`src/rtl/dma_cmd_sequencer_if.sv`:
```
// Signal bundle between the GPIO/shim side and dma_cmd_sequencer.
// master drives commands and the shim done pulse; slave is the sequencer.
interface dma_cmd_sequencer_if #(
  parameter int unsigned FIFO_AW = 2
);
  logic              cmd_push;
  logic              cmd_dir;
  logic [31:0]       cmd_addr;
  logic [29:0]       cmd_len;
  logic              seq_enable;
  logic              status_clr;
  logic              dma_start_transfer;
  logic              dma_direction;
  logic [31:0]       dma_ddr_addr;
  logic [29:0]       dma_length_bytes;
  logic              dma_transfer_done;
  logic              busy;
  logic [FIFO_AW:0]  fifo_count;
  logic [15:0]       done_count;
  logic              overflow_err;
  logic              spurious_err;
  logic              timeout_err;

  modport master (
    output cmd_push, cmd_dir, cmd_addr, cmd_len, seq_enable, status_clr, dma_transfer_done,
    input  dma_start_transfer, dma_direction, dma_ddr_addr, dma_length_bytes,
           busy, fifo_count, done_count, overflow_err, spurious_err, timeout_err
  );

  modport slave (
    input  cmd_push, cmd_dir, cmd_addr, cmd_len, seq_enable, status_clr, dma_transfer_done,
    output dma_start_transfer, dma_direction, dma_ddr_addr, dma_length_bytes,
           busy, fifo_count, done_count, overflow_err, spurious_err, timeout_err
  );
endinterface

```
`src/rtl/dma_cmd_sequencer.sv`:
```
// Queues GPIO DMA commands and issues them one at a time to the AXI DMA shim.
// Optional watchdog in WAIT_DONE enabled by defining DMA_SEQ_TIMEOUT_EN.
module dma_cmd_sequencer #(
  parameter int unsigned FIFO_DEPTH     = 4,
  parameter int unsigned FIFO_AW        = 2,
  parameter int unsigned TIMEOUT_CYCLES = 16777216
) (
  input logic                clk,
  input logic                reset,
  dma_cmd_sequencer_if.slave bus
);

  localparam int unsigned CmdW = 63;
  localparam logic [FIFO_AW:0] Full = (FIFO_AW + 1)'(FIFO_DEPTH);

  if (FIFO_DEPTH < 2 || FIFO_DEPTH != (1 << FIFO_AW)) begin : g_bad_depth
    $error("FIFO_DEPTH must be a power of two >= 2 matching FIFO_AW");
  end
  if (TIMEOUT_CYCLES < 2 || TIMEOUT_CYCLES > 16777216) begin : g_bad_timeout
    $error("TIMEOUT_CYCLES must fit the 24-bit watchdog");
  end

  typedef enum logic {StIdle, StWaitDone} state_e;

  state_e               state_q;
  logic [CmdW-1:0]      mem [FIFO_DEPTH];
  logic [FIFO_AW-1:0]   wr_ptr_q, rd_ptr_q;
  logic [FIFO_AW:0]     count_q;
  logic                 push_q, clr_q;
  logic                 start_q, dir_q;
  logic [31:0]          addr_q;
  logic [29:0]          len_q;
  logic [15:0]          done_cnt_q;
  logic                 ovf_q, spur_q, tout_q;
  logic                 push_evt, clr_evt, pop, push_ok, halt;
  logic [CmdW-1:0]      head;

`ifdef DMA_SEQ_TIMEOUT_EN
  localparam logic [23:0] WdLast = 24'(TIMEOUT_CYCLES - 1);
  logic [23:0] wd_cnt_q;
  assign halt = tout_q;
`else
  assign halt = 1'b0;
`endif

  always_comb begin
    push_evt = bus.cmd_push & ~push_q;
    clr_evt  = bus.status_clr & ~clr_q;
    pop      = (state_q == StIdle) & bus.seq_enable & (count_q != '0) & ~halt;
    // A pop frees the head slot on this edge, so a push at full still fits.
    push_ok  = push_evt & ((count_q < Full) | pop);
    head     = mem[rd_ptr_q];
  end

  always_ff @(posedge clk) begin
    if (push_ok) mem[wr_ptr_q] <= {bus.cmd_dir, bus.cmd_addr, bus.cmd_len};
  end

  always_ff @(posedge clk or posedge reset) begin
    if (reset) begin
      state_q    <= StIdle;
      wr_ptr_q   <= '0;
      rd_ptr_q   <= '0;
      count_q    <= '0;
      push_q     <= 1'b0;
      clr_q      <= 1'b0;
      start_q    <= 1'b0;
      dir_q      <= 1'b0;
      addr_q     <= '0;
      len_q      <= '0;
      done_cnt_q <= '0;
      ovf_q      <= 1'b0;
      spur_q     <= 1'b0;
      tout_q     <= 1'b0;
`ifdef DMA_SEQ_TIMEOUT_EN
      wd_cnt_q   <= '0;
`endif
    end else begin
      push_q  <= bus.cmd_push;
      clr_q   <= bus.status_clr;
      start_q <= 1'b0;
      if (push_ok) wr_ptr_q <= wr_ptr_q + 1'b1;
      if (pop)     rd_ptr_q <= rd_ptr_q + 1'b1;
      if (push_ok && !pop)      count_q <= count_q + 1'b1;
      else if (!push_ok && pop) count_q <= count_q - 1'b1;

      // Sets take priority over a simultaneous clear.
      ovf_q  <= (push_evt & ~push_ok) | (ovf_q & ~clr_evt);
      spur_q <= (bus.dma_transfer_done & (state_q != StWaitDone)) | (spur_q & ~clr_evt);
      tout_q <= tout_q & ~clr_evt;

      unique case (state_q)
        StIdle: begin
          if (pop) begin
            dir_q   <= head[62];
            addr_q  <= head[61:30];
            len_q   <= head[29:0];
            start_q <= 1'b1;
            state_q <= StWaitDone;
`ifdef DMA_SEQ_TIMEOUT_EN
            wd_cnt_q <= '0;
`endif
          end
        end
        StWaitDone: begin
          if (bus.dma_transfer_done) begin
            done_cnt_q <= done_cnt_q + 16'd1;
            state_q    <= StIdle;
`ifdef DMA_SEQ_TIMEOUT_EN
          end else if (wd_cnt_q == WdLast) begin
            tout_q  <= 1'b1;
            state_q <= StIdle;
          end else begin
            wd_cnt_q <= wd_cnt_q + 24'd1;
`endif
          end
        end
        default: state_q <= StIdle;
      endcase
    end
  end

  assign bus.dma_start_transfer = start_q;
  assign bus.dma_direction      = dir_q;
  assign bus.dma_ddr_addr       = addr_q;
  assign bus.dma_length_bytes   = len_q;
  assign bus.busy               = (state_q == StWaitDone);
  assign bus.fifo_count         = count_q;
  assign bus.done_count         = done_cnt_q;
  assign bus.overflow_err       = ovf_q;
  assign bus.spurious_err       = spur_q;
  assign bus.timeout_err        = tout_q;

endmodule

```
`src/flat_wrapper.sv`:
```
// flat-port wrapper written by rule: the top's interface ports become plain ports
module dma_cmd_sequencer_flat 
#(
  parameter int unsigned FIFO_DEPTH     = 4,
  parameter int unsigned FIFO_AW        = 2,
  parameter int unsigned TIMEOUT_CYCLES = 16777216
)
  (clk, reset, bus_cmd_push, bus_cmd_dir, bus_cmd_addr, bus_cmd_len, bus_seq_enable, bus_status_clr, bus_dma_transfer_done, bus_dma_start_transfer, bus_dma_direction, bus_dma_ddr_addr, bus_dma_length_bytes, bus_busy, bus_fifo_count, bus_done_count, bus_overflow_err, bus_spurious_err, bus_timeout_err);
  dma_cmd_sequencer_if #(.FIFO_AW(FIFO_AW)) bus_i ();
  input logic clk;
  input logic reset;
  input wire logic [$bits(bus_i.cmd_push)-1:0] bus_cmd_push;
  input wire logic [$bits(bus_i.cmd_dir)-1:0] bus_cmd_dir;
  input wire logic [$bits(bus_i.cmd_addr)-1:0] bus_cmd_addr;
  input wire logic [$bits(bus_i.cmd_len)-1:0] bus_cmd_len;
  input wire logic [$bits(bus_i.seq_enable)-1:0] bus_seq_enable;
  input wire logic [$bits(bus_i.status_clr)-1:0] bus_status_clr;
  input wire logic [$bits(bus_i.dma_transfer_done)-1:0] bus_dma_transfer_done;
  output wire logic [$bits(bus_i.dma_start_transfer)-1:0] bus_dma_start_transfer;
  output wire logic [$bits(bus_i.dma_direction)-1:0] bus_dma_direction;
  output wire logic [$bits(bus_i.dma_ddr_addr)-1:0] bus_dma_ddr_addr;
  output wire logic [$bits(bus_i.dma_length_bytes)-1:0] bus_dma_length_bytes;
  output wire logic [$bits(bus_i.busy)-1:0] bus_busy;
  output wire logic [$bits(bus_i.fifo_count)-1:0] bus_fifo_count;
  output wire logic [$bits(bus_i.done_count)-1:0] bus_done_count;
  output wire logic [$bits(bus_i.overflow_err)-1:0] bus_overflow_err;
  output wire logic [$bits(bus_i.spurious_err)-1:0] bus_spurious_err;
  output wire logic [$bits(bus_i.timeout_err)-1:0] bus_timeout_err;
  assign bus_i.cmd_push = bus_cmd_push;
  assign bus_i.cmd_dir = bus_cmd_dir;
  assign bus_i.cmd_addr = bus_cmd_addr;
  assign bus_i.cmd_len = bus_cmd_len;
  assign bus_i.seq_enable = bus_seq_enable;
  assign bus_i.status_clr = bus_status_clr;
  assign bus_i.dma_transfer_done = bus_dma_transfer_done;
  assign bus_dma_start_transfer = bus_i.dma_start_transfer;
  assign bus_dma_direction = bus_i.dma_direction;
  assign bus_dma_ddr_addr = bus_i.dma_ddr_addr;
  assign bus_dma_length_bytes = bus_i.dma_length_bytes;
  assign bus_busy = bus_i.busy;
  assign bus_fifo_count = bus_i.fifo_count;
  assign bus_done_count = bus_i.done_count;
  assign bus_overflow_err = bus_i.overflow_err;
  assign bus_spurious_err = bus_i.spurious_err;
  assign bus_timeout_err = bus_i.timeout_err;
  dma_cmd_sequencer #(.FIFO_DEPTH(FIFO_DEPTH), .FIFO_AW(FIFO_AW), .TIMEOUT_CYCLES(TIMEOUT_CYCLES)) u_core (.clk(clk), .reset(reset), .bus(bus_i));
endmodule
```
`config.mk`:
```
export PLATFORM = sky130hd
export DESIGN_NAME = dma_cmd_sequencer_flat
export DESIGN_NICKNAME = d
export VERILOG_FILES = /design/src/rtl/dma_cmd_sequencer_if.sv /design/src/rtl/dma_cmd_sequencer.sv /design/src/flat_wrapper.sv
export SDC_FILE = /design/constraint.sdc
export NUM_CORES = 1
export LEC_CHECK = 0
export BUFFER_PORTS_ARGS = -buffer_cell sky130_fd_sc_hd__buf_2
export CORE_UTILIZATION = 50
export CTS_BUF_LIST = sky130_fd_sc_hd__clkbuf_2 sky130_fd_sc_hd__clkbuf_4 sky130_fd_sc_hd__clkbuf_8
export DETAILED_ROUTE_END_ITERATION = 12
export MAX_ROUTING_LAYER = met4
export PLACE_DENSITY_LB_ADDON = 0.08
export SYNTH_ARGS = -nofsm -noshare
export SYNTH_HDL_FRONTEND = slang
export SYNTH_SLANG_ARGS = --single-unit
```
`constraint.sdc`:
```
create_clock -name clk -period 6 [get_ports clk]
set_input_delay 0.9 -clock clk [delete_from_list [all_inputs] [get_ports clk]]
set_output_delay 0.9 -clock clk [all_outputs]
set_load 0.05 [all_outputs]
```
==> Word-level counts from Yosys, hierarchy flattened <==
Memory sizes are Yosys's and may differ from the RTL's. A register that Yosys moved wholly into a read port is not among the register bits.
Cells that the tools add are included.
{ "word_totals": {"reg_bits": 30, "mem_bits_rw": 252, "mem_count": 1, "word_cells": 52} }
{ "op_classes": {"reduce_logical": 8, "muxes": 8, "n_addsub": 5, "n_bitwise": 18, "order_cmp": 1} }
{ "mem_list": {"columns": ["memory", "depth", "width", "read_ports", "rd_clocked_by_memory_dff", "write_ports", "line", "source"], "rows": [
  ["u_core.mem", 4, 63, 1, 1, 1, "dma_cmd_sequencer.sv:26", "logic [CmdW-1:0] mem [FIFO_DEPTH];"]
]} }
{ "ops": {"columns": ["operator", "n"], "rows": [
  ["$add 16x1->16 const B", 1],
  ["$and 1x1->1", 10],
  ["$mux 3", 2],
  ["$mux 1", 5],
  ["$not 1->1", 5],
  ["$add 2x1->2 const B", 2],
  ["$reduce_and 2->1", 2],
  ["$add 3x1->3 const B", 1],
  ["$lt 3x3->1 const B", 1],
  ["$or 1x1->1", 3],
  ["$reduce_bool 3->1", 1],
  ["$sub 3x1->3 const B", 1],
  ["$logic_and 1x1->1", 2],
  ["$logic_not 1->1", 2],
  ["$pmux 1 s2", 1],
  ["$reduce_bool 2->1", 1]
]} }

==> Longest topological paths before layout <==
{ "depth": {"ltp_word": 9, "depth_mapped": 10, "mapped_depth_nobuf": 9} }

==> Least setup slack after synthesis <==
Ideal clock, no wire load.
{ "synth_timing": {"path_type": "input to register", "startpoint": "in bus_seq_enable", "endpoint": "mem u_core.mem[0][0], enable pin", "path_stages": 3, "setup_time_ns": 0.428, "path_buffers": 0, "path_slack_ns": 2.656, "arrival_time_ns": 2.916, "cell_sequence": "nand2b_1 a21oi_1 and2_1"} }
{ "synth_between": {"elab_chain_len": 6} }
{ "synth_lines": {"columns": ["element", "line", "source"], "rows": [
  ["start: declaration", "flat_wrapper.sv:16", "input wire logic [$bits(bus_i.seq_enable)-1:0] bus_seq_enable;"],
  ["$and 1x1->1 (2 in series)", "dma_cmd_sequencer.sv:49", "pop = (state_q == StIdle) & bus.seq_enable & (count_q != '0) & ~halt;"],
  ["$or 1x1->1", "dma_cmd_sequencer.sv:51", "push_ok = push_evt & ((count_q < Full) | pop);"],
  ["$and 1x1->1", "dma_cmd_sequencer.sv:51", null],
  ["named net u_core.push_ok", "dma_cmd_sequencer.sv:35", "logic push_evt, clr_evt, pop, push_ok, halt;"],
  ["$mux 1", "dma_cmd_sequencer.sv:56", "if (push_ok) mem[wr_ptr_q] <= {bus.cmd_dir, bus.cmd_addr, bus.cmd_len};"],
  ["$mux 1 (implied by the code)", "dma_cmd_sequencer.sv:56", null],
  ["end: declaration", "dma_cmd_sequencer.sv:26", null]
]} }
The timed path passes the listed nets, and every way through them passes these cells.

==> Final worst setup path <==
{ "layout_timing": {"startpoint": "reg u_core.state_q (netlist: u_core.bus.busy)", "endpoint": "reg u_core.count_q[1] (netlist: u_core.bus.fifo_count[1])"} }
{ "layout_between": {"elab_chain_len": 8, "word_cells_on_any_way": 11, "classes_between": "1 x mux; 5 x bitwise; 5 x reduce/logical"} }
{ "layout_lines": {"columns": ["element", "line", "source"], "rows": [
  ["start: declaration", "dma_cmd_sequencer.sv:25", "state_e state_q;"],
  ["start signal: assignment", "dma_cmd_sequencer.sv:61", "state_q <= StIdle;"],
  ["start signal: assignment", "dma_cmd_sequencer.sv:99", "state_q <= StWaitDone;"],
  ["start signal: assignment", "dma_cmd_sequencer.sv:108", "state_q <= StIdle;"],
  ["$not 1->1 (no line) *", null, null],
  ["$and 1x1->1 * (2 in series)", "dma_cmd_sequencer.sv:49", null],
  ["$or 1x1->1", "dma_cmd_sequencer.sv:51", null],
  ["$and 1x1->1", "dma_cmd_sequencer.sv:51", null],
  ["$logic_not 1->1", "dma_cmd_sequencer.sv:85", "else if (!push_ok && pop) count_q <= count_q - 1'b1;"],
  ["$logic_and 1x1->1", "dma_cmd_sequencer.sv:85", null],
  ["$reduce_bool 2->1 (no line)", null, null],
  ["end signal: assignment", "dma_cmd_sequencer.sv:84", "if (push_ok && !pop) count_q <= count_q + 1'b1;"],
  ["end signal: assignment", "dma_cmd_sequencer.sv:85", null],
  ["end: declaration", "dma_cmd_sequencer.sv:28", "logic [FIFO_AW:0] count_q;"]
]} }
Mark *: on every way between the ends. The rest lies on a longest branch, timed or not.
A chain may end at the register's enable or synchronous reset.

==> out/results.ini <==
[clock_network]
cts_made_buffers=55
cts_max_path_buffers=3
cts.sink_count=345
clk_latency_ns=0.57
post_cts_buffers=0
clk_pin_slew_ns=0.06
root_buffer=clkbuf_8
postCtsResizedCells=0
htreeDepth=2
cts_tree=yes
cts-hold-fix-buffers=0

[sta]
final_max_slew_viol_count=0
finalCriticalPeriod_ns=2.71
setup_tns_ns=0
finalCritPeriodShare_pct=45.1
slew_headroom_pct=31.5
setup_violations=0
worst_slew_pin_slew_ns=1.02
fin_skew_ns=0.0239
hold_viol_final=0
fmax_ghz=0.370
grt_setup_unrepaired=false

[floorplanning]
die_w_um=162
dieArea_um2=26200
pin_count=156
num_rows=58
start_util_pct=50.9
coreArea_um2=25100
die_h_um=162

[setup_path]
critPathLaunchType=register
setup.worst_path.class=register to register
cp.arrival_ns=3.14
worstPathRequired_ns=6.44
crit_fanout=33
endpoint_kind=register

[global_route]
grt_max_degree=65
grt_first_pass_wirelength_mm=35.0
grtUsageTotal_pct=18.3
first_global_vias=6477
antenna_found_initial=2
overflow=0

[yosys]
synth_area_um2=12800
synthFlopType=edfxtp_1
ys_seq_elements=345
seq_area_frac_synth_pct=77.4
synth_top_area_share_pct=59.2
async_flop_share_pct=27.0
synth.area.top_cells=edfxtp_1 59%, dfrtp_1 18%, mux4_2 11%, mux2_2 5.5%, xnor2_1 1.1%
synth_edf_count=252
yosys.cell_types.count=32
synth_commonest_cells=252 x edfxtp_1, 93 x dfrtp_1, 63 x mux2_2, 63 x mux4_2, 16 x xnor2_1
synth_cells=575
ys.warnings.count=0
yosysMostFrequentCell=edfxtp_1
synth_top_area_cell=edfxtp_1
synth_nets=651
synth_area_per_cell_um2=22.2

[cells_and_area]
layout.cells.non_filler=1147
drive_above_1_share_pct=47.5
nets=845
syn_to_final_growth_pct=16.8
final_util_pct=59.5
nFillCells=1931

[power]
peakVddDrop_mv=0.337
pwr_density_cell_nw_per_um2=517
p_leak_uw=0.00554

[status]
status=finished clean

[drt]
drt.antenna.violating_nets=0
post_drt_wl_per_cell_um=19.8
drt_wl_total_mm=22.7
drtIter0Drc=305
post-route-drc-count=0
dr.pass1.iters=4
vias=6029
viasPerCell=5.26

[job]
drv_cap=0

[placement]
globalplace.congestion=0.743
io_buffers=155
dp_hpwl_mm=12.7
post-place-cells=1042

[hold_path]
min_path_type=input port to register

-- sequential cells by signal, summed over array words and instances (netlist names) --
register	count
u_core.bus.done_count	16
u_core.push_q	1
u_core.bus.timeout_err	1
u_core.mem	252
u_core.rd_ptr_q	2
u_core.clr_q	1
u_core.bus.busy	1
u_core.wr_ptr_q	2
u_core.bus.spurious_err	1
u_core.bus.overflow_err	1
u_core.bus.dma_direction	1
u_core.bus.fifo_count	3
u_core.bus.dma_length_bytes	30
u_core.bus.dma_ddr_addr	32
u_core.bus.dma_start_transfer	1
-- per-layer routing --
metal	wire length, um	GRT usage [%]	up-vias	part of all wire [%]
li1	-	-	2690	-
met1	9410	22.5	3136	41
met2	11700	30.4	166	51
met3	1240	4.29	37	5.5
met4	395	5.32	0	1.7
met5	0	-	-	0
-- final cells by class --
| class | instances | area, um^2 | area share (%) |
|---|---|---|---|
| Tap cell | 330 | 413 | 2.76 |
| Clock inverter | 22 | 96.3 | 0.645 |
| Antenna cell | 2 | 5.00 | 0.0335 |
| Inverter | 8 | 32.5 | 0.218 |
| Clock buffer | 81 | 996 | 6.67 |
| Sequential cell | 345 | 9900 | 66.3 |
| Timing Repair Buffer | 158 | 798 | 5.34 |
| Multi-Input combinational cell | 201 | 2700 | 18.0 |
-- power breakdown --
part | internal (uW) | switching (uW)
combinational | 919 | 1510
sequential | 3010 | 360
clock | 1060 | 863
total | 4990 | 2730
-- final timing paths --
kind	end	cells after the start	startpoint	slack [ns]
setup / recovery	u_core.bus.fifo_count[1]	7	u_core.bus.busy	3.29
hold / removal	u_core.push_q	1	bus_cmd_push	0.47
setup reg to reg	u_core.bus.fifo_count[1]	7	u_core.bus.busy	3.29
hold reg to reg	u_core.bus.done_count[15]	1	u_core.bus.done_count[15]	0.48
max in group asynchronous	u_core.bus.dma_length_bytes[9]	3	reset	4.47
min in group asynchronous	u_core.bus.dma_ddr_addr[1]	2	reset	0.48
-- worst max-delay path: stages, from the launching register on --
cell and delay [ns]:
dfrtp_1 0.44, nand2b_1 0.24, nor2_4 0.80, inv_1 0.11, ha_1 0.25, inv_1 0.08
fa_1 0.40, mux2_2 0.26
-- per-stage QoR --
stage | power (uW) | setup WS [ns] | area [um^2] | hold WS (ns)
finish | 7720 | 3.29 | 14900 | 0.474
global placement | 5840 | 2.85 | 13800 | 0.458
floorplan | 5340 | 2.66 | 12800 | 0.503
detailed placement | 5900 | 2.79 | 13800 | 0.475
global route | 8070 | 3.07 | 14900 | 0.437
CTS | 7840 | 3.22 | 14900 | 0.432
-- cell families (layout without fill, tap and decap cells) --
kind of cell    count (synthesis)  after routing  synth area share [%]
flops                         345            345                  77.4
mux                           128            128                  16.9
simple gates                   40             40                  1.68
buf+inv                        29            269                  1.67
xor+xnor                       21             21                  1.44
fa+ha+maj                       7              7                 0.744
compound gates                  5              5                 0.215
other cells                     0              2                     0
-- placed cells by master, fill, tap and decap left out, types with 3 or more instances in the layout --
| cell type | instances |
|---|---|
| nand4_1 | 3 |
| buf_2 | 155 |
| ha_1 | 6 |
| clkinv_2 | 11 |
| buf_4 | 3 |
| nand2b_1 | 3 |
| inv_1 | 7 |
| nand3_1 | 6 |
| nor3_1 | 3 |
| dfrtp_1 | 91 |
| mux2_2 | 63 |
| edfxtp_1 | 252 |
| clkbuf_8 | 62 |
| nand2_1 | 11 |
| xnor2_1 | 16 |
| clkinv_1 | 11 |
| xor2_1 | 5 |
| mux4_2 | 63 |
| clkbuf_4 | 19 |
| o21ai_0 | 3 |
| and2_4 | 4 |
Power figures use the tool's default switching activity.
